`src/rtl/fetch_unit.sv`:
```
// Fetch stage: PC, in-flight read tracking for a 1-cycle registered instruction memory, IF/ID register.
// Optional macro HALT_DETECT_EN enables stopping fetch on HALT_WORD.
module fetch_unit #(
    parameter int ADDR_WIDTH  = 12,
    parameter int INSTR_WIDTH = 19,
    parameter logic [ADDR_WIDTH-1:0] RESET_PC = {ADDR_WIDTH{1'b0}}
`ifdef HALT_DETECT_EN
    ,
    parameter logic [INSTR_WIDTH-1:0] HALT_WORD = {INSTR_WIDTH{1'b1}}
`endif
) (
    input  logic                   clock,
    input  logic                   reset,
    output logic [ADDR_WIDTH-1:0]  mem_address,
    input  logic [INSTR_WIDTH-1:0] mem_instruction,
    input  logic                   stall,
    input  logic                   redirect,
    input  logic [ADDR_WIDTH-1:0]  redirect_target,
    output logic [INSTR_WIDTH-1:0] id_instr,
    output logic [ADDR_WIDTH-1:0]  id_pc,
    output logic [ADDR_WIDTH-1:0]  id_pc_next,
    output logic                   id_valid,
    output logic                   halted
);

    localparam logic [ADDR_WIDTH-1:0] PC_ONE = {{(ADDR_WIDTH-1){1'b0}}, 1'b1};

    logic [ADDR_WIDTH-1:0]  pc_q, pc_d;
    logic [ADDR_WIDTH-1:0]  f2_pc_q, f2_pc_d;
    logic                   f2_valid_q, f2_valid_d;
    logic [INSTR_WIDTH-1:0] id_instr_q, id_instr_d;
    logic [ADDR_WIDTH-1:0]  id_pc_q, id_pc_d;
    logic [ADDR_WIDTH-1:0]  id_pc_next_q, id_pc_next_d;
    logic                   id_valid_q, id_valid_d;
    logic                   halted_q, halted_d;
    logic                   halt_hit_s;

`ifdef HALT_DETECT_EN
    assign halt_hit_s = f2_valid_q && (mem_instruction == HALT_WORD);
`else
    assign halt_hit_s = 1'b0;
`endif

    // Address to memory: re-read the in-flight word while held so its data stays stable.
    always_comb begin
        mem_address = pc_q;
        if (halted_q) begin
            mem_address = f2_pc_q;
        end else if (redirect) begin
            mem_address = redirect_target;
        end else if (stall) begin
            mem_address = f2_pc_q;
        end else begin
            mem_address = pc_q;
        end
    end

    // Next-state: halt freezes everything, redirect beats stall, stall holds all state.
    always_comb begin
        pc_d         = pc_q;
        f2_pc_d      = f2_pc_q;
        f2_valid_d   = f2_valid_q;
        id_instr_d   = id_instr_q;
        id_pc_d      = id_pc_q;
        id_pc_next_d = id_pc_next_q;
        id_valid_d   = id_valid_q;
        halted_d     = halted_q;
        if (halted_q) begin
            id_valid_d = 1'b0;
        end else if (redirect) begin
            f2_pc_d    = redirect_target;
            f2_valid_d = 1'b1;
            pc_d       = redirect_target + PC_ONE;
            id_valid_d = 1'b0;
        end else if (stall) begin
            id_valid_d = id_valid_q;
        end else begin
            f2_pc_d      = pc_q;
            f2_valid_d   = 1'b1;
            pc_d         = pc_q + PC_ONE;
            id_instr_d   = mem_instruction;
            id_pc_d      = f2_pc_q;
            id_pc_next_d = f2_pc_q + PC_ONE;
            id_valid_d   = f2_valid_q;
            if (halt_hit_s) begin
                halted_d   = 1'b1;
                f2_valid_d = 1'b0;
            end else begin
                halted_d   = 1'b0;
            end
        end
    end

    // State registers with asynchronous clear.
    always_ff @(posedge clock or posedge reset) begin
        if (reset) begin
            pc_q         <= RESET_PC;
            f2_pc_q      <= {ADDR_WIDTH{1'b0}};
            f2_valid_q   <= 1'b0;
            id_instr_q   <= {INSTR_WIDTH{1'b0}};
            id_pc_q      <= {ADDR_WIDTH{1'b0}};
            id_pc_next_q <= {ADDR_WIDTH{1'b0}};
            id_valid_q   <= 1'b0;
            halted_q     <= 1'b0;
        end else begin
            pc_q         <= pc_d;
            f2_pc_q      <= f2_pc_d;
            f2_valid_q   <= f2_valid_d;
            id_instr_q   <= id_instr_d;
            id_pc_q      <= id_pc_d;
            id_pc_next_q <= id_pc_next_d;
            id_valid_q   <= id_valid_d;
            halted_q     <= halted_d;
        end
    end

    assign id_instr   = id_instr_q;
    assign id_pc      = id_pc_q;
    assign id_pc_next = id_pc_next_q;
    assign id_valid   = id_valid_q;
    assign halted     = halted_q;

endmodule
```
`config.mk`:
```
export PLATFORM = sky130hd
export DESIGN_NAME = fetch_unit
export DESIGN_NICKNAME = d
export VERILOG_FILES = /design/src/rtl/fetch_unit.sv
export SDC_FILE = /design/constraint.sdc
export NUM_CORES = 1
export LEC_CHECK = 0
export BUFFER_PORTS_ARGS = -buffer_cell sky130_fd_sc_hd__buf_2
export CORE_MARGIN = 2
export CORE_UTILIZATION = 56
export DETAILED_ROUTE_END_ITERATION = 10
export PLACE_DENSITY = 0.85
export REMOVE_ABC_BUFFERS = 1
export SYNTH_ARGS = -nofsm -noshare
export SYNTH_HDL_FRONTEND = slang
export SYNTH_SLANG_ARGS = --single-unit
```
`constraint.sdc`:
```
create_clock -name clock -period 3.62 [get_ports clock]
set_input_delay 0.724 -clock clock [delete_from_list [all_inputs] [get_ports clock]]
set_output_delay 0.724 -clock clock [all_outputs]
set_load 0.02 [all_outputs]
```
== After elaboration in Yosys (flattened, before gate mapping) ==
Index checks and enable logic that the tools add are counted.

* Add/subtract/negate cells: 3
* $mul: 0
* Divide/modulo/power cells: 0
* $lt $le $gt $ge: 0
* Eq/ne operators: 2
* Shift operators: 0
* Multiplexer cells: 11
* Bitwise gates (word level): 3
* Reduce and logical (&&, ||, !) cells: 2

{| class="wikitable"
|+ Operator list
! cell !! count
|-
| 2-to-1 mux 12 bit || 5
|-
| adder 12 x 1 -> 12 bit (second input constant) || 3
|-
| 2-to-1 mux 1 bit || 6
|-
| != test 3 x 1 -> 1 bit (second input constant) || 1
|-
| inverter 1 bit || 3
|-
| AND reduction 3 bit || 1
|-
| != test 2 x 1 -> 1 bit (second input constant) || 1
|-
| AND reduction 2 bit || 1
|}

* Bits in registers: 70
* Bits in latches: 0
* Bits in writable memories: 0
* Memory bits (read-only): 0
* Input bits: 35
* Output and inout port bits: 57
* Logic and storage cells: 29
* Memories: 0

== Depth between registers and ports, before layout ==
Gate-level depths: netlist (run 1).

* Depth in word-level cells: 3
* Depth in mapped cells: 10
* Mapped depth without buffers: 6

== Least setup slack after synthesis (run 1) ==
No wires, ideal clock.

* Path kind: input -> register
* Start: input port redirect
* End: register pc_q[6]
* Library setup time: 0.071 ns
* Data arrival time: 2.803 ns
* Data required time: 3.549 ns
* Slack: 0.746 ns
* Stages: 10
* Path buffers: 4
* Cell sequence: buf_2 clkbuf_1 clkbuf_1 buf_1 nand2_1 o21ai_0 ha_1 o2111ai_1 or3b_2 nand4_1

* Cells in the longest elaborated chain, start to end: 2
* Elaborated cells between the ends (all ways): 3
* Classes of those cells: eq/ne (1); mux (1); reduce/logical (1)

{| class="wikitable"
|+ RTL lines
! item !! line !! source
|-
| start, declared || 17 || <nowiki>input logic redirect,</nowiki>
|-
| != test 2 x 1 -> 1 bit (no line) || n/a ||
|-
| AND reduction 2 bit (no line) || n/a ||
|-
| end signal, assigned || 106 || <nowiki>pc_q <= pc_d;</nowiki>
|-
| end, declared || 28 || <nowiki>logic [ADDR_WIDTH-1:0] pc_q, pc_d;</nowiki>
|}

Parallel ways exist; a longest one is shown, timed or not.
A chain may end at the register's enable or synchronous reset.

== Worst setup path in the final report (run 1) ==
* Start: input port redirect
* End: output port mem_address[5]

* Cells in the longest elaborated chain, start to end: 2

{| class="wikitable"
|+ RTL lines
! item !! line !! source
|-
| 2-to-1 mux 12 bit (2 in series) || n/a ||
|-
| end, declared || 14 || <nowiki>output logic [ADDR_WIDTH-1:0] mem_address,</nowiki>
|}

No other way between the ends.

==> implementation parameters, run 1 <==
Parameter                              Value

Finish
  Ratio of cells with drive above 1 in the final layout    between 40 and 50%
  Final core utilization    between 70% and 80%
  Antenna Diode Count    0
  Layout-stage area growth over the synthesis result    21.96%
  Number of fill cells    414
  NumNets Final    425
  Number of standard cells in the final layout excluding fillers    465

Routing
  Sum of routed wire length over all layers    6.987 mm
  Average wire per standard cell    15.03 µm
  Vias post-DR    2577
  First DRT Iteration DRCs    ~110
  Antenna violation net count after detailed routing    0
  Final routed DRC violation total    0
  Vias per cell    5.542
  Initial DRT Pass Iterations    4

Logic synthesis
  Area of the mapped netlist    3304 µm²
  Synth area leaders    sky130_fd_sc_hd__dfrtp_1 52%, sky130_fd_sc_hd__mux2_2 14%, sky130_fd_sc_hd__mux2i_1 3.6%
  Number of standard cells after synthesis    297
  Post-synth top area share    52.25%
  Top cells by count, synth    69 x sky130_fd_sc_hd__dfrtp_1, 40 x sky130_fd_sc_hd__mux2_2, 22 x sky130_fd_sc_hd__nor2_1, 19 x sky130_fd_sc_hd__a21oi_1, 16 x sky130_fd_sc_hd__nand2_1
  Yosys cell types    41
  Most frequent cell after synthesis    sky130_fd_sc_hd__dfrtp_1
  Seq cells post-synth    69
  Dominant register cell in the synthesized netlist    sky130_fd_sc_hd__dfrtp_1
  Sequential-to-total area share from yosys stat    52.25%
  Count of flip-flops with a built-in enable after synthesis    0
  Async set or reset register ratio after synthesis    100.0%
  Yosys warns    0
  Biggest area consumer among synthesized cells    sky130_fd_sc_hd__dfrtp_1
  Average instance area after synthesis    roughly 11 µm²

Flow run
  Max-cap violations    0

Floorplan
  Number of top-level pins    92
  Starting Density    about three fifths
  Overall die width    80.82 µm
  Floorplan Core Area    5608 µm²
  Num rows    27
  Area of the die    between 6000 and 7000 µm²
  Die span in y    80.82 µm

STA
  Worst slew margin relative to its limit    50.29%
  Number of max-slew violations in the final report    0
  Fin Setup TNS    0 ns
  RSZ-0062 raised after global routing    false
  Setup violations, final    0
  Min cycle time layout    2.759 ns
  Slew at the pin closest to its max-slew limit    ~0.75 ns
  Top achievable clock speed    ~360 MHz
  Count of endpoints failing hold in the final timing report    0
  Ratio of final minimum period to clock period    76.21%
  Largest clock skew in the final design    0.003241 ns
  Worst hold slack after final layout    0.4078 ns

Global route
  Total global routing track utilization    23.04%
  Global Route met2 Usage    a little under two fifths
  Most congested layer reported by global routing    met2
  Initial antenna violation count    0
  Met3 Use GR    6.000%
  Met1 global-route usage    28.52%
  First-pass GRT wire length    11.30 mm
  Pin count of the biggest net entering global routing    48
  Number of global-route vias before repair    between 2000 and 2500
  Grt ovf    0

Clocking
  Cell at the root of the clock tree    sky130_fd_sc_hd__clkbuf_8
  Number of setup buffers added after CTS    0
  Post-cts resize count    0
  TritonCTS clock tree    built
  Total CTS buffers    9
  Clock insertion delay at the later pin of the skew report    about 0.34 ns
  Level count of the clock H-tree    3
  Number of buffers inserted for hold repair after clock tree synthesis    0
  Bufs on Longest Clock Path    2
  Clock transition at the registers of the reported paths    0.07 ns
  Sinks on Clock Net    69

Setup path
  CP max-delay cell    sky130_fd_sc_hd__buf_2
  Count of cells along the worst register-to-register path    5
  Worst Path Arrival    2.03 ns
  Crit path capture type    output pin
  Number of stages on the worst setup path    5
  CP top delay family    buffers and inverters
  Required time of the critical path    2.90 ns
  Largest stage delay, worst path    0.57 ns
  Cell-by-cell listing of the critical path    buf_2 -> buf_4 -> nand2_1 -> o21ai_0 -> buf_2
  Worst R2R Start    pc_q[0]
  Most numerous cell on the critical path    sky130_fd_sc_hd__buf_2
  Critical path peak fanout    47
  Crit Path Category    in2out
  WP buf/inv    3
  Critical Path Source Type    input port
  Reg-to-Reg End    pc_q[10]
  Register-to-Register Setup Slack    between 1.5 and 2 ns

Pwr
  Worst IR Drop VDD    0.3042 mV
  Internal power consumption    1.466 mW
  Flop pwr share    a little under half
  Static leakage    about 1.9 nW
  Power per unit of standard cell area    approximately 530 nW/µm²
  Combinational share of power    between 20% and 30%
  Switching power summed over all nets    a little under 0.7 mW
  Clock share of power    29.3%
  Sum of internal, switching and leakage power    2.145 mW
  Fraction of power spent switching nets    a little under a third

Place
  DPL Wire Length    5.034 mm
  Count of buffers inserted at the top-level ports    90
  Final GP Congestion    0.8239
  Placed insts    449

Status
  Status    finished clean

Hold path
  Worst min-delay path class    in2async
## worst max-delay path by stage
| stage | startpoint | end | slack [ns] |
|---|---|---|---|
| after global placement | redirect | pc_q[10] | 0.86 |
| after CTS | redirect | mem_address[5] | 0.87 |
| after global routing | redirect | mem_address[6] | 0.74 |
| after detailed placement | redirect | pc_q[10] | 0.81 |
| after floorplan | stall | id_instr[0] | 0.31 |
| final | redirect | mem_address[5] | 0.86 |
## flip-flops by register name (all words and copies together) (netlist names)
register,cells
f2_pc_q,12
id_valid,1
id_pc,12
id_instr,19
id_pc_next,12
f2_valid_q,1
pc_q,12
## worst reg2reg max path, cell delays in order, from the launching register on
cell and delay (ns):
sky130_fd_sc_hd__dfrtp_1 0.42, sky130_fd_sc_hd__mux2_2 0.28, sky130_fd_sc_hd__ha_1 0.27, sky130_fd_sc_hd__o211a_1 0.22, sky130_fd_sc_hd__a31o_2 0.27, sky130_fd_sc_hd__a31o_2 0.22
## metal layers
layer | routed length (µm) | up-vias
li1 | - | 1249
met1 | 3044 | 1247
met2 | 3392 | 67
met3 | 419 | 14
met4 | 130 | 0
met5 | 0 | -
## layout make-up
cell class,instances,area [µm²],area share [%]
sequential,69,1727,42.84
tap,72,90.09,2.235
timing repair buffer,96,495.5,12.29
inverter,9,33.78,0.8382
multi-input combinational,203,1481,36.76
clock inverter,3,43.79,1.087
clock buffer,13,158.9,3.943
## layout by cell type (no fill, tap or decap), types with 2 or more instances in the layout
master                     instances
sky130_fd_sc_hd__mux2i_1          12
sky130_fd_sc_hd__nand2_1          16
sky130_fd_sc_hd__a31o_2            5
sky130_fd_sc_hd__or4_1             2
sky130_fd_sc_hd__a21oi_1          19
sky130_fd_sc_hd__buf_2            90
sky130_fd_sc_hd__dfrtp_1          69
sky130_fd_sc_hd__nand3_1           8
sky130_fd_sc_hd__nand4b_1          2
sky130_fd_sc_hd__a211oi_1          2
sky130_fd_sc_hd__nand4_1          11
sky130_fd_sc_hd__nor2b_1           6
sky130_fd_sc_hd__and3_1            2
sky130_fd_sc_hd__inv_1             8
sky130_fd_sc_hd__ha_1              2
sky130_fd_sc_hd__nand3b_1          2
sky130_fd_sc_hd__xor2_1            3
sky130_fd_sc_hd__o22ai_1           2
sky130_fd_sc_hd__xnor2_1          12
sky130_fd_sc_hd__nand2b_1          3
sky130_fd_sc_hd__buf_4             6
sky130_fd_sc_hd__and3b_1           2
sky130_fd_sc_hd__clkbuf_8         11
sky130_fd_sc_hd__clkbuf_1          2
sky130_fd_sc_hd__nor3_1            4
sky130_fd_sc_hd__a311o_1           2
sky130_fd_sc_hd__nor2_1           21
sky130_fd_sc_hd__o21ai_0          12
sky130_fd_sc_hd__mux2_2           40
## metrics by stage
step                worst slack (ns)  area (µm²)
finish                        0.8611        4030
global route                  0.7402        4030
CTS                           0.8662        4030
detailed placement            0.8140        3827
global placement              0.8584        3827
floorplan                     0.3099        3234
## power by group through the flow
stage               combinational [mW]  clock (mW)  sequential (mW)
floorplan                        0.238           0             1.09
global placement                 0.518           0            0.985
detailed placement               0.534           0            0.994
CTS                              0.539       0.643            0.980
global route                     0.581       0.687            0.998
finish                           0.534       0.629            0.982
## cells by family (layout without fill, tap and decap cells)
| group | after synthesis | in the layout | share of synthesized area (%) |
|---|---|---|---|
| XOR/XNOR | 15 | 15 | 3.976 |
| other | 1 | 1 | 0.1135 |
| AND/OR/NAND/NOR | 84 | 84 | 13.18 |
| multiplexers | 52 | 52 | 17.27 |
| flip-flops | 69 | 69 | 52.25 |
| adder cells (fa/ha/maj) | 2 | 2 | 0.7572 |
| AO/OA/AOI/OAI | 49 | 49 | 9.315 |
| buffers and inverters | 25 | 121 | 3.142 |
Power figures use the tool's default switching activity.
==> run 2: changes to the inputs <==
Settings changed: CORE_UTILIZATION 56 to 47, PLACE_DENSITY 0.85 to 0.76.
Clock period 3.62 ns to 2.5 ns, I/O delays scaled along.
==> implementation parameters, run 2 (synthesis gave the netlist of run 1 again) <==
Parameter                              Value

Status
  Status    finished clean (unchanged)

Setup path
  CP top delay family    multiplexers (was buffers and inverters)
  Reg-to-Reg End    pc_q[10] (unchanged)
  Register-to-Register Setup Slack    0.67 ns (was 1.83 ns)
  Cell-by-cell listing of the critical path    buf_2 -> mux2_2 -> mux2_2 -> buf_2 (was buf_2 -> buf_4 -> nand2_1 -> o21ai_0 -> buf_2)
  WP buf/inv    2 (was 3)
  Worst R2R Start    pc_q[0] (unchanged)
  Crit Path Category    in2out (unchanged)
  Critical Path Source Type    input port (unchanged)
  Count of cells along the worst register-to-register path    5 (unchanged)
  Largest stage delay, worst path    0.39 ns (was 0.57 ns)
  Critical path peak fanout    17 (was 47)
  Worst Path Arrival    1.70 ns (was 2.03 ns)
  Crit path capture type    output pin (unchanged)
  Required time of the critical path    2.00 ns (was 2.90 ns)
  CP max-delay cell    sky130_fd_sc_hd__mux2_2 (was sky130_fd_sc_hd__buf_2)

Clocking
  Clock insertion delay at the later pin of the skew report    0.36 ns (was 0.34 ns)
  Number of buffers inserted for hold repair after clock tree synthesis    0 (unchanged)
  Total CTS buffers    9 (unchanged)
  Post-cts resize count    0 (unchanged)
  Cell at the root of the clock tree    sky130_fd_sc_hd__clkbuf_8 (unchanged)
  Number of setup buffers added after CTS    0 (unchanged)
  Level count of the clock H-tree    3 (unchanged)
  Clock transition at the registers of the reported paths    0.07 ns (about the same)
  Sinks on Clock Net    69 (unchanged)
  Bufs on Longest Clock Path    2 (unchanged)
  TritonCTS clock tree    built (unchanged)

Pwr
  Sum of internal, switching and leakage power    3.221 mW (was 2.145 mW)
  Combinational share of power    24.0% (was 24.9%)
  Power per unit of standard cell area    782.9 nW/µm² (was 532.2 nW/µm²)
  Fraction of power spent switching nets    31.76% (was 31.64%)
  Internal power consumption    2.198 mW (was 1.466 mW)
  Static leakage    1.899 nW (was 1.878 nW)
  Worst IR Drop VDD    0.3473 mV (was 0.3042 mV)
  Flop pwr share    44.0% (was 45.8%)
  Clock share of power    32.0% (was 29.3%)
  Switching power summed over all nets    1.023 mW (was 0.6787 mW)

STA
  Top achievable clock speed    453.6 MHz
  Ratio of final minimum period to clock period    88.18%
  RSZ-0062 raised after global routing    false (unchanged)
  Worst hold slack after final layout    0.2242 ns (was 0.4078 ns)
  Count of endpoints failing hold in the final timing report    0 (unchanged)
  Fin Setup TNS    0 ns (unchanged)
  Final WS setup    0.2955 ns (was 0.8611 ns)
  Min cycle time layout    2.204 ns
  Largest clock skew in the final design    0.009800 ns (was 0.003241 ns)
  Number of max-slew violations in the final report    0 (unchanged)
  Setup violations, final    0 (unchanged)

Routing
  Final routed DRC violation total    0 (unchanged)
  Sum of routed wire length over all layers    7.193 mm (was 6.987 mm)
  Average wire per standard cell    14.68 µm (was 15.03 µm)
  Initial DRT Pass Iterations    4 (unchanged)
  Vias per cell    5.273 (was 5.542)
  Antenna violation net count after detailed routing    0 (unchanged)
  Vias post-DR    2584 (was 2577)
  First DRT Iteration DRCs    124 (was 108)

Global route
  Most congested layer reported by global routing    met2 (unchanged)
  Initial antenna violation count    0 (unchanged)
  Number of global-route vias before repair    2454 (was 2498)
  Grt ovf    0 (unchanged)
  Pin count of the biggest net entering global routing    70 (was 48)
  First-pass GRT wire length    11.52 mm (was 11.30 mm)
  Met3 Use GR    4.147% (was 6.000%)
  Global Route met2 Usage    31.68% (was 37.93%)
  Total global routing track utilization    19.58% (was 23.04%)
  Met1 global-route usage    24.44% (was 28.52%)

Place
  DPL Wire Length    4.934 mm (was 5.034 mm)
  Post-detailed-placement cell area    3890 µm² (was 3827 µm²)
  Placed insts    474 (was 449)
  Count of buffers inserted at the top-level ports    90 (unchanged)
  Final GP Congestion    0.8593 (was 0.8239)
  Worst setup slack before clock tree synthesis    0.2060 ns (was 0.8140 ns)

Finish
  Area of the multi-input gates    1481 µm² (unchanged)
  NumNets Final    426 (was 425)
  Ratio of cells with drive above 1 in the final layout    41.12% (was 40.46%)
  Antenna Diode Count    0 (unchanged)
  Most frequent standard cell in the layout excluding fill and tap cells    sky130_fd_sc_hd__buf_2 (unchanged)
  Most used cells in the layout excluding fill and tap cells    90 x sky130_fd_sc_hd__buf_2, 69 x sky130_fd_sc_hd__dfrtp_1, 40 x sky130_fd_sc_hd__mux2_2 (unchanged)
  Number of standard cells in the final layout excluding fillers    490 (was 465)
  Layout-stage area growth over the synthesis result    24.50% (was 21.96%)
  Flip-flop count of the largest register, all copies and words added    19 (unchanged)
  Register area    1727 µm² (unchanged)
  Final core utilization    60.55% (was 71.87%)
  Total non-filler cell area in the finished layout    4114 µm² (was 4030 µm²)
  Number of fill cells    572 (was 414)

Hold path
  Worst min-delay path class    in2async (unchanged)

Floorplan
  Number of top-level pins    92 (unchanged)
  Num rows    30 (was 27)
  Overall die width    87.85 µm (was 80.82 µm)
  Floorplan Core Area    6794 µm² (was 5608 µm²)
  Starting Density    48.64% (was 58.92%)
  Die span in y    87.85 µm (was 80.82 µm)
  Area of the die    7718 µm² (was 6531 µm²)

Flow run
  Max-cap violations    0 (unchanged)
-- run 2: cell types whose count changed in the layout (fill, tap and decap cells not counted), sizes merged --
| cell | change |
|---|---|
| clkinv | +1 |
| clkbuf | -3 |
| clkinvlp | +1 |
| buf | +1 |
| bufinv | +1 |
-- run 2: worst max-delay path by stage --
stage | from | to | slack [ns] | depth (start not counted)
floorplan | stall | id_instr[0] | -0.59 | 2
global placement | redirect | pc_q[6] | 0.29 | 8
detailed placement | redirect | pc_q[6] | 0.21 | 8
CTS | stall | mem_address[0] | 0.30 | 4
global route | stall | mem_address[0] | 0.24 | 4
finish | stall | mem_address[0] | 0.30 | 4
-- run 2: worst reg2reg max path: stages, from the launching register on --
cell	delay (ns)
sky130_fd_sc_hd__dfrtp_1	0.42
sky130_fd_sc_hd__mux2_2	0.29
sky130_fd_sc_hd__ha_1	0.28
sky130_fd_sc_hd__o211a_1	0.23
sky130_fd_sc_hd__a31o_2	0.28
sky130_fd_sc_hd__a31o_2	0.23
-- run 2: power groups by stage --
stage	clock network (mW)	registers, mW	logic [mW]
3_5_place_dp	0	1.44	0.776
4_1_cts	1.05	1.42	0.781
6_report	1.03	1.42	0.773
2_1_floorplan	0	1.57	0.345
3_3_place_gp	0	1.43	0.761
5_1_grt	1.09	1.44	0.839
-- run 2: area by class of cell --
type                    instances  share of cell area, %
inverters                       9                 0.8212
flip-flops and latches         69                  41.97
clock buffers                  10                  3.345
multi-input cells             203                  36.01
clock inverters                 6                  2.099
repair buffers                 97                  12.83
well taps                      96                  2.920
-- run 2: routing by layer --
| metal | wire length (µm) | up-vias |
|---|---|---|
| li1 | - | 1247 |
| met1 | 3157 | 1246 |
| met2 | 3532 | 80 |
| met3 | 347 | 11 |
| met4 | 155 | 0 |
| met5 | 0 | - |
